===== src/rtl/timestamp_clk_gen.sv =====
// Programmable timestamp clock divider with per-channel glitch-free gating,
// a shadow timestamp counter with overflow tracking, and a synchronous restart.
module timestamp_clk_gen #(
    parameter int unsigned NCH   = 4,
    parameter int unsigned DIV_W = 8,
    parameter int unsigned TS_W  = 16,
    parameter int unsigned OVF_W = 16
) (
    input  logic             timestamp_int_clk,
    input  logic             cpu_resetn,
    input  logic             run,
    input  logic [DIV_W-1:0] div_ratio,
    input  logic [NCH-1:0]   ch_enable,
    input  logic             sync_req,
    output logic [NCH-1:0]   ts_clk_out,
    output logic [TS_W-1:0]  ts_count,
    output logic [OVF_W-1:0] ovf_count,
    output logic             ovf_pulse,
    output logic             sync_ack,
    output logic             div_clk
);

    logic [DIV_W-1:0] div_cnt;
    logic [DIV_W-1:0] r_q;

    logic [DIV_W-1:0] div_cnt_d;
    logic [DIV_W-1:0] r_d;
    logic             div_clk_d;
    logic [NCH-1:0]   ts_clk_d;
    logic [TS_W-1:0]  ts_count_d;
    logic [OVF_W-1:0] ovf_count_d;
    logic             ovf_pulse_d;
    logic             sync_ack_d;

    logic [DIV_W-1:0] ratio_sat;
    logic [DIV_W-1:0] r_eff;
    logic             half_end;
    logic             ts_wrap;

    // r_q is 0 only straight after reset; the live ratio stands in until the first load
    assign ratio_sat = (div_ratio == '0) ? DIV_W'(1) : div_ratio;
    assign r_eff     = (r_q == '0) ? ratio_sat : r_q;
    assign half_end  = (div_cnt >= (r_eff - DIV_W'(1)));
    assign ts_wrap   = &ts_count;

    // Next-state: restart beats counting; ratio only reloads on a phase boundary
    always_comb begin
        div_cnt_d   = div_cnt;
        r_d         = r_eff;
        div_clk_d   = div_clk;
        ts_clk_d    = ts_clk_out;
        ts_count_d  = ts_count;
        ovf_count_d = ovf_count;
        ovf_pulse_d = 1'b0;
        sync_ack_d  = 1'b0;

        if (sync_req) begin
            div_cnt_d   = '0;
            r_d         = ratio_sat;
            div_clk_d   = 1'b0;
            ts_clk_d    = '0;
            ts_count_d  = '0;
            ovf_count_d = '0;
            sync_ack_d  = 1'b1;
        end else if (run) begin
            if (half_end) begin
                div_cnt_d = '0;
                div_clk_d = ~div_clk;
                r_d       = ratio_sat;
                if (!div_clk) begin
                    // Enables are sampled only at the rising edge, so pulses are whole or absent
                    ts_clk_d   = ch_enable;
                    ts_count_d = ts_count + TS_W'(1);
                    if (ts_wrap) begin
                        ovf_pulse_d = 1'b1;
                        ovf_count_d = ovf_count + OVF_W'(1);
                    end
                end else begin
                    ts_clk_d = '0;
                end
            end else begin
                div_cnt_d = div_cnt + DIV_W'(1);
            end
        end
    end

    // State and output registers
    always_ff @(posedge timestamp_int_clk or negedge cpu_resetn) begin
        if (!cpu_resetn) begin
            div_cnt    <= '0;
            r_q        <= '0;
            div_clk    <= 1'b0;
            ts_clk_out <= '0;
            ts_count   <= '0;
            ovf_count  <= '0;
            ovf_pulse  <= 1'b0;
            sync_ack   <= 1'b0;
        end else begin
            div_cnt    <= div_cnt_d;
            r_q        <= r_d;
            div_clk    <= div_clk_d;
            ts_clk_out <= ts_clk_d;
            ts_count   <= ts_count_d;
            ovf_count  <= ovf_count_d;
            ovf_pulse  <= ovf_pulse_d;
            sync_ack   <= sync_ack_d;
        end
    end

endmodule


===== config.mk =====
export PLATFORM = sky130hd
export DESIGN_NAME = timestamp_clk_gen
export DESIGN_NICKNAME = d
export VERILOG_FILES = /design/src/rtl/timestamp_clk_gen.sv
export SDC_FILE = /design/constraint.sdc
export NUM_CORES = 1
export LEC_CHECK = 0
export ABC_AREA = 1
export CORE_MARGIN = 1
export CORE_UTILIZATION = 45
export CTS_BUF_LIST = sky130_fd_sc_hd__clkbuf_8
export DETAILED_ROUTE_END_ITERATION = 10
export PLACE_DENSITY_LB_ADDON = 0.25
export SKIP_CTS_REPAIR_TIMING = 1
export SLEW_MARGIN = 0
export SYNTH_ARGS = -nofsm -noshare
export SYNTH_HDL_FRONTEND = slang
export SYNTH_SLANG_ARGS = --single-unit
export TNS_END_PERCENT = 20

===== constraint.sdc =====
create_clock -name timestamp_int_clk -period 2.6 [get_ports timestamp_int_clk]
set_input_delay 0.39 -clock timestamp_int_clk [delete_from_list [all_inputs] [get_ports timestamp_int_clk]]
set_output_delay 0.39 -clock timestamp_int_clk [all_outputs]
set_load 0.01 [all_outputs]

# [Yosys cells after proc, flatten, opt, wreduce, memory -nomap -nowiden]
# Cells that the tools add are included.
[word_totals] register_bits=55 wordCells=54
[classes] add_sub_neg=4 order_cmp=1 n_eq_ne=1 mux=30 n_bitwise=1 reduce_logical=9
[op_table] cell="$mux W16" count=9
[op_table] cell="$mux W8" count=8
[op_table] cell="$add A16 B1 Y16 const B" count=2
[op_table] cell="$logic_not A8 Y1" count=2
[op_table] cell="$mux W4" count=4
[op_table] cell="$reduce_and A16 Y1" count=1
[op_table] cell="$mux W1" count=9
[op_table] cell="$add A8 B1 Y8 const B" count=1
[op_table] cell="$ge A8 B8 Y1" count=1
[op_table] cell="$sub A8 B1 Y8 const B" count=1
[op_table] cell="$reduce_bool A2 Y1" count=3
[op_table] cell="$reduce_and A4 Y1" count=1
[op_table] cell="$reduce_and A3 Y1" count=1
[op_table] cell="$ne A2 B2 Y1 const B" count=1
[op_table] cell="$reduce_and A2 Y1" count=1
[op_table] cell="$not A1 Y1" count=1

# [Depth between registers and ports, before layout]
# Gate-level depths: netlist of the first run.
[logic_depth] depth_word=8 mapped_depth=23 ltp_nobuf=22

# [Worst setup path after synthesis of the first run]
# OpenSTA, ideal clock, no wires.
[synth_path] kind="reg-to-reg" start="reg r_q[3]" end="reg ts_count[3]" setup_ps=117 arrival_ps=2463 required_time_ps=2483 setup_slack_ps=20 path_stages_with_launch=21 n_path_buf=2 synth_period_minus_slack_ps=2580 cell_sequence="dfrtp_1 nor2_1 nand2_1 nor2_1 nand2_1 nand2_1 nor2_1 nand3_1 nand2_1 inv_1 nor2_1 ha_1 a21oi_1 o21a_1 nand2_1 nand2_1 nand2_1 buf_4 buf_2 nand3b_1 nand2_1"
[synth_between] elab_chain_cells=6
[synth_lines] element="start: declaration" line="24" text="logic [DIV_W-1:0] r_q;"
[synth_lines] element="start signal: assignment" line="100" text="r_q <= r_d;"
[synth_lines] element="$logic_not A8 Y1" line="42" text="assign r_eff = (r_q == '0) ? ratio_sat : r_q;"
[synth_lines] element="$mux W8 *" line="42"
[synth_lines] element="$sub A8 B1 Y8 *" line="43" text="assign half_end = (div_cnt >= (r_eff - DIV_W'(1)));"
[synth_lines] element="$ge A8 B8 Y1 *" line="43"
[synth_lines] element="$reduce_bool A2 Y1 (no source line) *"
[synth_lines] element="$reduce_and A3 Y1 (no source line) *"
[synth_lines] element="end signal: assignment" line="103" text="ts_count <= ts_count_d;"
[synth_lines] element="end: declaration" line="16" text="output logic [TS_W-1:0] ts_count,"
# Mark *: on every way between the ends. The rest lies on a longest branch, timed or not.
# A chain may end at the register's enable or synchronous reset.

# [Worst setup path in the final report of the first run]
[layout_path] start="reg r_q[0]" end="reg r_q[2]"
[layout_between] elab_chain_cells=7
[layout_lines] element="$logic_not A8 Y1" line="42"
[layout_lines] element="$mux W8 *" line="42"
[layout_lines] element="$sub A8 B1 Y8" line="43"
[layout_lines] element="$ge A8 B8 Y1" line="43"
[layout_lines] element="$mux W8" line="66" text="if (half_end) begin"
[layout_lines] element="$mux W8 *" line="65" text="end else if (run) begin"
[layout_lines] element="$mux W8 *" line="57" text="if (sync_req) begin"
[layout_lines] element="named net r_d[2]" line="27" text="logic [DIV_W-1:0] r_d;"
# The timed path passes the listed nets; every way through them passes the cells marked *.

==> results of run 1 <==
## cell families (layout without fill, tap and decap cells)
| kind of cell | count (synthesis) | after routing |
|---|---|---|
| XOR/XNOR | 21 | 21 |
| AO/OA/AOI/OAI | 37 | 37 |
| AND/OR/NAND/NOR | 310 | 311 |
| buffers and inverters | 57 | 137 |
| adder cells (fa/ha/maj) | 11 | 11 |
| flip-flops | 55 | 55 |
## synth_stat cells, types with 2 or more instances
cell type	instances	area [sq um]
ha_1	11	138
dfrtp_1	55	1380
nand3_1	41	205
nand3b_1	11	82.6
inv_1	41	154
buf_1	2	7.51
nor2_1	67	251
o21ai_0	16	80.1
xor2_1	16	140
a21oi_1	13	65.1
nand4_1	5	31.3
nor3_1	6	30.0
buf_2	7	35.0
nand2_1	175	657
o21bai_1	5	37.5
xnor2_1	5	43.8
buf_6	2	22.5
inv_2	3	11.3
## layout by cell type (no fill, tap or decap), drive strengths merged, types with 5 or more instances in the layout
cell type | netlist | routed
nand3b | 11 | 11
o21ai | 17 | 17
nand4 | 6 | 6
xnor2 | 5 | 5
o21bai | 5 | 5
xor2 | 16 | 16
clkdlybuf4s50 | 0 | 46
dfrtp | 55 | 55
nand3 | 41 | 41
inv | 44 | 43
buf | 12 | 31
dlymetal6s2s | 0 | 7
a21oi | 13 | 13
nand2 | 176 | 177
nor3 | 7 | 7
clkbuf | 1 | 7
ha | 11 | 11
nor2 | 69 | 69
## state kept, by name, summed over array words and instances (netlist names)
signal / flops
div_cnt: 8
ovf_count: 16
r_q: 8
ovf_pulse: 1
div_clk: 1
ts_clk_out: 4
ts_count: 16
sync_ack: 1
## layout make-up
| class | instances | area (sq um) |
|---|---|---|
| fillers | 622 | 2610 |
| multi-input cells | 380 | 2070 |
| flip-flops and latches | 55 | 1380 |
| repair buffers | 85 | 861 |
| inverters | 44 | 174 |
| well taps | 99 | 124 |
| clock buffers | 6 | 82.6 |
| clock inverters | 2 | 35.0 |
## routing by layer
layer  part of all wire, %  up-vias
met4                   1.7        0
met3                   4.4       15
met1                    43     1608
met2                    51      115
met5                     0        -
li1                      -     1711
## path summary, 6_finish.rpt
kind / start / end / slack (ps) / cells after the start
setup / recovery: r_q[0]$_DFF_PN0_ / r_q[2]$_DFF_PN0_ / -150 / 21
hold / removal: cpu_resetn / r_q[2]$_DFF_PN0_ / 70 / 2
setup reg to reg: r_q[0]$_DFF_PN0_ / r_q[2]$_DFF_PN0_ / -150 / 21
hold reg to reg: ts_clk_out[1]$_DFFE_PN0P_ / ts_clk_out[1]$_DFFE_PN0P_ / 490 / 2
max in group asynchronous: cpu_resetn / ovf_count[13]$_DFFE_PN0P_ / 2290 / 2
min in group timestamp_int_clk: div_ratio[4] / r_q[4]$_DFF_PN0_ / 430 / 4
## where the power goes
part	total, uW	internal (uW)	switching, uW
clock	597	312	284
combinational	503	226	277
sequential	945	901	44.7
## stage by stage
step	setup WS (ps)	util, %
2_1_floorplan	20.2	-
3_3_place_gp	-394	58.5
3_5_place_dp	-517	58.5
4_1_cts	-226	60.1
5_1_grt	-340	64.4
6_report	-154	64.4
==> summary.md, run 1 <==
| Metric | Value |
|---|---|
| Status | `finished with violations` |
| Failing checks | `setup timing` |
| Clock latency at the later pin of the worst-skew pair | `310 ps` |
| Post-detail-place hpwl | `5940 microns` |
| H-Tree Depth | `2` |
| GP Congestion | `0.923` |
| Synth-to-Final Area Change | `36.1%` |
| Final setup margin | `-154 ps` |
| Worst hold margin | `67.9 ps` |
| Ys Warns | `0` |
| Clock Sinks | `55` |
| Non-Filler Instances | `671` |
| P per Cell Area | `433 nW/um^2` |
| Most frequent CP cell | `nand2_1` |
| Port Buf Inserts | `54` |
| Async set or reset register ratio after synthesis | `100%` |
| Complex-gate fraction of the synthesized area | `6.13%` |
| Synth Instances | `491` |
| Nets | `598` |
| Initial antenna violation count | `0` |
| TritonRoute pass-1 iters | `5` |
| Synthesized Nets | `518` |
| Least-Margin Pin Slew | `651 ps` |
| Total routed wirelength | `8900 microns` |
| Clk slew on worst S/H paths | `100 ps` |
| Die area | `8060 sq um` |
| Bufs on Longest Clock Path | `2` |
| Inserted Diodes | `0` |
| Proportion of synthesized area in mux cells | `0%` |
| DRT iter0 DRCs | `263` |
| # DRC | `0` |
| Antenna Nets Post-Route | `0` |
| Sequential area share after synthesis | `39.7%` |
| Post-synthesis xor/xnor area fraction | `5.30%` |
| DR vias/cell | `5.14` |
| Peak VDD IR | `0.000226 V` |
| Final hold violations | `0` |
| Synthesis-stage register bit count | `55` |
| Met2 usage in global routing | `38.4%` |
| CTS Buf Count | `5` |
| Crit path DAT | `2960 ps` |
| Final setup violation count | `50` |
| Overall routing resource usage | `21.9%` |
| Largest family of logic cells by synthesized area | `simple AND/OR/NAND/NOR gates` |
| Wire length per cell | `13.3 microns` |
| Setup TNS | `-5290 ps` |
| Global-route wire length before repair | `14,700 microns` |
| Clock Skew | `1.88 ps` |
| Max Slew Vio Count | `0` |
| Placement Cell Area | `4290 sq um` |
| Critical path class | `flop to flop` |
| Hold Crit Class | `input port to async pin` |
| GR peak layer | `met2` |
| Startpoint Class | `flop` |
| Crit path largest cell delay | `400 ps` |
| Pin count of the biggest net entering global routing | `56` |
| Cell Chain, Critical Path | `nor2_1 -> nand2_1 -> nor2_2 -> buf_6 -> nand2_4 -> nand2_4 -> inv_4 -> nor2_1 -> nor2_1 -> ha_1 -> nand2_1 -> nand3_1 -> nand2_1 -> nand2_1 -> nand2_2 -> nand2_1 -> nand2_2 -> nand2_8 -> clkinvlp_4 -> nand2_1 -> o21ai_1` |
| Met3 usage | `2.79%` |
| Final worst-path cycle share | `106%` |
| Synth Area in Adders | `3.97%` |
| Max transition margin | `56.4%` |
| Ys flop type | `dfrtp_1` |
| Placed instance count | `656` |
| Crit path max-delay family | `simple AND/OR/NAND/NOR gates` |
| Required time of the critical path | `2800 ps` |
| Grt total ovfl | `0` |
| Avg Synthesized Cell Area | `7.06 sq um` |
| CTS tree | `built` |
| Die height | `89.8 microns` |
| Yosys cell types | `28` |
| Simple-gate share of the synthesized area | `37.9%` |
| Die width | `89.8 microns` |
| Worst Path Max Fanout | `8` |
| Post-Syn Area | `3470 sq um` |
| Slowest-stage cell, CP | `dfrtp_1` |
| Crit. End Element | `flop` |
| Post-layout min period | `2750 ps` |
| # IOs | `55` |
| Buffers & Inverters on Critical Path | `3` |
| Post-synth EDFFs | `0` |
| Vias in the first global route | `3,372` |
| Initial core utilization | `47.3%` |
| Total number of vias | `3,449` |
| Final Power | `2040 uW` |
| Row cnt | `31` |
| Finished Cell Area | `4720 sq um` |
| Root buffer cell | `clkbuf_8` |
| Share of cells above drive strength 1 | `16.6%` |
| Met1 usage | `27.8%` |
| RSZ-0062 raised after global routing | `true` |
| MaxCap Viol Count | `0` |
| F_max | `0.363 GHz` |
| Core box area | `7330 sq um` |
| P_leak | `0.00228 uW` |
No activity file was read; power rests on OpenSTA's default activity.
==> inputs of run 2 (changes only) <==
==> constraint.sdc (replaced) <==
create_clock -name timestamp_int_clk -period 2.6 [get_ports timestamp_int_clk]
set_input_delay 0.39 -clock timestamp_int_clk [delete_from_list [all_inputs] [get_ports timestamp_int_clk]]
set_output_delay 0.39 -clock timestamp_int_clk [all_outputs]
set_load 0.1 [all_outputs]
==> summary.md, run 2 (same netlist as run 1, synthesis figures left out) <==
| Metric | Value |
|---|---|
| Clock Skew | `4.54 ps` |
| F_max | `0.373 GHz` |
| Crit path DAT | `2880 ps` |
| CTS Buf Count | `5` |
| Post-layout min period | `2680 ps` |
| Final setup margin | `-83.6 ps` |
| Worst R2R End | `r_q[0]$_DFF_PN0_` |
| Share of cells above drive strength 1 | `21.7%` |
| Wire length per cell | `12.4 microns` |
| H-Tree Depth | `2` |
| Initial antenna violation count | `0` |
| # IOs | `55` |
| Port Buf Inserts | `54` |
| Setup TNS | `-2130 ps` |
| Die width | `89.8 microns` |
| Hold Crit Class | `input port to async pin` |
| Global-route wire length before repair | `14,300 microns` |
| Placed instance count | `657` |
| Failing checks | `setup timing` |
| TritonRoute pass-1 iters | `5` |
| Slowest-stage cell, CP | `dfrtp_1` |
| # DRC | `0` |
| Pin count of the biggest net entering global routing | `56` |
| Crit path largest cell delay | `400 ps` |
| RSZ-0062 raised after global routing | `true` |
| Least-Margin Pin Slew | `708 ps` |
| Max transition margin | `52.6%` |
| Fillers | `681` |
| Die area | `8060 sq um` |
| Antenna Nets Post-Route | `0` |
| FF/Latch Area | `1380 sq um` |
| Reg2reg setup slack | `-80 ps` |
| Max Slew Vio Count | `0` |
| Bufs on Longest Clock Path | `2` |
| Post-detail-place hpwl | `5810 microns` |
| Non-Filler Instances | `671` |
| DRT iter0 DRCs | `197` |
| Final core utilization | `61.4%` |
| Peak VDD IR | `0.000210 V` |
| Clock latency at the later pin of the worst-skew pair | `310 ps` |
| GP Congestion | `0.875` |
| Most frequent cells in the layout | `nand2_1 (153), buf_4 (63), nor2_1 (62)` |
| Most common cell after layout, fill and taps aside | `nand2_1` |
| Root buffer cell | `clkbuf_8` |
| Clock Sinks | `55` |
| Worst Path Max Fanout | `23` |
| Overall routing resource usage | `21.3%` |
| P_leak | `0.00228 uW` |
| Crit. End Element | `flop` |
| Inserted Diodes | `0` |
| Initial core utilization | `47.3%` |
| CTS tree | `built` |
| MaxCap Viol Count | `0` |
| Final hold violations | `0` |
| Final setup violation count | `46` |
| Synth-to-Final Area Change | `29.8%` |
| Worst R2R Path Depth | `20` |
| Cell Chain, Critical Path | `nor2_1 -> nand2_1 -> nor2_4 -> buf_6 -> nand2_1 -> nand2_2 -> nor2_2 -> nand3_2 -> nand2_1 -> inv_1 -> nor2_1 -> ha_1 -> a21oi_2 -> o21a_1 -> nand2_2 -> nand2_2 -> nand2_4 -> buf_12 -> nand2_1 -> o21ai_0` |
| Total number of vias | `3,375` |
| Grt total ovfl | `0` |
| Clk slew on worst S/H paths | `100 ps` |
| Area of the multi-input gates | `2000 sq um` |
| DR vias/cell | `5.03` |
| Worst r2r src | `r_q[5]$_DFF_PN0_` |
| Nets | `598` |
| Vias in the first global route | `3,192` |
| Core box area | `7330 sq um` |
| Most frequent CP cell | `nand2_1` |
| P per Cell Area | `460 nW/um^2` |
| Required time of the critical path | `2790 ps` |
| Startpoint Class | `flop` |
| Final worst-path cycle share | `103%` |
| Critical path class | `flop to flop` |
| Row cnt | `31` |
| Total routed wirelength | `8350 microns` |
| Die height | `89.8 microns` |
| Status | `finished with violations` |
| Leading registers by flop count | `ovf_count (16), ts_count (16)` |
[run 2: cell types whose count changed in the layout (fill, tap and decap cells not counted), moves of 2 or more]
cell / before / now
o21ai_0: 8 / 15
nor2_1: 57 / 62
clkinvlp_4: 1 / 3
buf_4: 24 / 63
dlymetal6s2s_1: 7 / 5
o21ai_1: 7 / 1
nand2_4: 9 / 6
nor2_2: 8 / 5
nor2_4: 4 / 2
nand2_1: 149 / 153
clkdlybuf4s50_1: 46 / 9
inv_4: 2 / 0
[run 2: worst max path at each step]
stage,startpoint,slack (ps),endpoint,cells after the start
floorplan,r_q[3]$_DFF_PN0_,10,ovf_count[7]$_DFFE_PN0P_,20
global placement,div_ratio[2],-360,ovf_count[13]$_DFFE_PN0P_,21
detailed placement,div_ratio[1],-470,ovf_count[13]$_DFFE_PN0P_,21
CTS,r_q[4]$_DFF_PN0_,-200,ovf_count[13]$_DFFE_PN0P_,21
global route,r_q[4]$_DFF_PN0_,-270,r_q[2]$_DFF_PN0_,21
finish,r_q[5]$_DFF_PN0_,-80,r_q[0]$_DFF_PN0_,20
[run 2: routing by layer]
layer	part of all wire, %	track usage (%)	routed length, microns	up-vias
li1	-	-	-	1714
met1	46	27.0	3830	1580
met2	49	36.7	4090	73
met3	4.1	3.30	344	8
met4	0.99	7.51	83	0
met5	0	0	0	-
[run 2: worst max-delay path: cells and delay by family (launching register included)]
kind / cells / cell delay (ps)
buf+inv: 3 / 370
simple gates: 13 / 1060
fa+ha+maj: 1 / 320
compound gates: 3 / 400
flops: 1 / 400
[run 2: area by class of cell]
class / count / share of cell area, %
multi-input combinational: 380 / 44.5
sequential: 55 / 30.6
timing repair buffer: 85 / 16.4
inverter: 44 / 3.75
tap: 99 / 2.75
clock buffer: 5 / 1.53
clock inverter: 3 / 0.445
[run 2: per-stage QoR]
step,area (sq um),worst slack [ps],power [uW],hold slack [ps]
after detailed placement,4190,-473,1550,414
after global placement,4190,-356,1540,413
after CTS,4280,-201,2040,64.5
after floorplan,3470,12.3,1360,94.4
final,4500,-83.6,2070,52.6
after global routing,4500,-268,2180,77.0
[run 2: report_power, final]
part | internal, uW | switching [uW]
sequential | 901 | 44.0
clock | 188 | 293
combinational | 207 | 438
==> inputs of run 3 (changes only) <==
- CORE_MARGIN: 1 -> 2
- SETUP_SLACK_MARGIN: default -> 0.05
==> summary.md, run 3 (same netlist as run 1, synthesis figures left out) <==
| Metric | Value |
|---|---|
| Die height | `91.8 microns` |
| GP Congestion | `0.885` |
| Final core utilization | `59.4%` |
| F_max | `0.376 GHz` |
| Final setup margin | `-56.8 ps` |
| Crit path DAT | `2850 ps` |
| Total routed wirelength | `8690 microns` |
| Clk slew on worst S/H paths | `90 ps` |
| Worst Path Max Fanout | `8` |
| Vias in the first global route | `3,290` |
| Total number of vias | `3,377` |
| Inserted Diodes | `0` |
| P_leak | `0.00230 uW` |
| TritonRoute pass-1 iters | `4` |
| Worst hold margin | `116 ps` |
| Final worst-path cycle share | `102%` |
| Clock Sinks | `55` |
| Worst setup endpoint | `r_q[2]$_DFF_PN0_` |
| Overall routing resource usage | `20.9%` |
| Combinational power share | `32.4%` |
| Reg2reg setup slack | `-60 ps` |
| Status | `finished with violations` |
| Startpoint Class | `flop` |
| Row cnt | `32` |
| Hold Crit Class | `input port to async pin` |
| Final hold violations | `0` |
| Bufs on Longest Clock Path | `2` |
| Initial antenna violation count | `0` |
| Post-detail-place hpwl | `6150 microns` |
| Root buffer cell | `clkbuf_8` |
| Peak VDD IR | `0.000286 V` |
| Max Slew Vio Count | `0` |
| P_int | `1290 uW` |
| P per Cell Area | `453 nW/um^2` |
| Worst r2r src | `r_q[1]$_DFF_PN0_` |
| DR vias/cell | `5.01` |
| Clock network fraction of total power | `21.4%` |
| Failing checks | `setup timing` |
| Placed instance count | `663` |
| Share of cells above drive strength 1 | `23.1%` |
| Antenna Nets Post-Route | `0` |
| CTS tree | `built` |
| Crit path largest cell delay | `410 ps` |
| Max transition margin | `54.1%` |
| Flop pwr share | `46.2%` |
| Cell Chain, Critical Path | `nor2_1 -> nand2_1 -> nor2_4 -> nand2_1 -> nand2_2 -> nor2_2 -> nand3_2 -> nand2_2 -> inv_2 -> nor2_2 -> ha_1 -> nand2_1 -> nor2_2 -> nand2_2 -> nand2_2 -> nand2_4 -> nand2_8 -> clkinvlp_4 -> nand2_1 -> o21ai_1` |
| Placement Cell Area | `4220 sq um` |
| Post-layout min period | `2660 ps` |
| Final setup violation count | `45` |
| Global-route wire length before repair | `14,600 microns` |
| Switching Fraction | `36.9%` |
| Die width | `91.8 microns` |
| Slowest-stage cell, CP | `dfrtp_1` |
| # DRC | `0` |
| Psw | `756 uW` |
| Non-Filler Instances | `674` |
| Worst R2R Path Depth | `20` |
| Fillers | `711` |
| Crit. End Element | `flop` |
| Required time of the critical path | `2800 ps` |
| Core box area | `7610 sq um` |
| Grt total ovfl | `0` |
| Worst setup startpoint | `r_q[1]$_DFF_PN0_` |
| Synth-to-Final Area Change | `30.4%` |
| H-Tree Depth | `2` |
| # IOs | `55` |
| Port Buf Inserts | `54` |
| Die area | `8420 sq um` |
| CTS Buf Count | `5` |
| Least-Margin Pin Slew | `689 ps` |
| Worst R2R End | `r_q[2]$_DFF_PN0_` |
| Leading registers by flop count | `ovf_count (16), ts_count (16)` |
| Nets | `600` |
| Finished Cell Area | `4520 sq um` |
| DRT iter0 DRCs | `172` |
| Pin count of the biggest net entering global routing | `31` |
| MaxCap Viol Count | `0` |
| Critical path class | `flop to flop` |
| Most frequent cells in the layout | `nand2_1 (153), buf_4 (67), dfrtp_1 (55)` |
| Wire length per cell | `12.9 microns` |
| Most common cell after layout, fill and taps aside | `nand2_1` |
| Clock latency at the later pin of the worst-skew pair | `300 ps` |
| RSZ-0062 raised after global routing | `true` |
| Initial core utilization | `45.6%` |
| Clock Skew | `4.39 ps` |
-- run 3: cell count changes in the layout (fill, tap and decap cells not counted), sizes merged --
cell | before | now
clkdlybuf4s50 | 9 | 7
clkinv | 1 | 0
clkinvlp | 3 | 1
nand2 | 177 | 176
buf | 71 | 73
clkbuf | 5 | 6
dlymetal6s2s | 5 | 7
inv | 43 | 44
-- run 3: through the flow --
step | setup TNS, ps | setup slack, ps | total power, uW
floorplan | 0 | 96.1 | 1360
CTS | -8480 | -226 | 2010
finish | -1390 | -56.8 | 2050
detailed placement | -19920 | -433 | 1560
global route | -10860 | -278 | 2160
global placement | -16270 | -348 | 1550
-- run 3: critical path: cells and delay by family, from the launching register on --
family / cells / cell delay (ps)
DFF: 1 / 410
adders and majority gates: 1 / 310
and+or+nand+nor: 16 / 1510
AOI/OAI and AO/OA: 1 / 60
buffers and inverters: 2 / 250
-- run 3: power by group through the flow --
stage	clock [uW]	combinational [uW]	sequential [uW]
after floorplan	0	218	1140
after global placement	0	593	960
after detailed placement	0	602	962
after CTS	460	602	945
after global routing	487	718	955
final	438	664	946
-- run 3: metal layers --
layer / vias to the layer above / GRT usage, % / share of wire, %
li1: 1717 / - / -
met1: 1582 / 28.1 / 46
met3: 6 / 3.04 / 4.6
met2: 72 / 34.8 / 48
met4: 0 / 6.47 / 1.1
met5: - / 0 / 0
-- run 3: worst min path at each step --
stage / start / to / slack (ps) / cells past startpoint
3_5_place_dp: cpu_resetn / r_q[1]$_DFF_PN0_ / 470 / 1
2_1_floorplan: cpu_resetn / div_clk$_DFFE_PN0P_ / 90 / 0
3_3_place_gp: cpu_resetn / r_q[5]$_DFF_PN0_ / 480 / 1
5_1_grt: cpu_resetn / r_q[1]$_DFF_PN0_ / 190 / 1
6_report: cpu_resetn / r_q[1]$_DFF_PN0_ / 120 / 1
4_1_cts: cpu_resetn / r_q[1]$_DFF_PN0_ / 130 / 1
-- run 3: final cells by class --
type                    instances  area, sq um  area share (%)
clock buffers                   5         68.8            1.52
clock inverters                 1         3.75          0.0830
inverters                      44          169            3.74
multi-input cells             379         2000            44.3
flip-flops and latches         55         1380            30.4
well taps                     102          128            2.82
repair buffers                 88          773            17.1
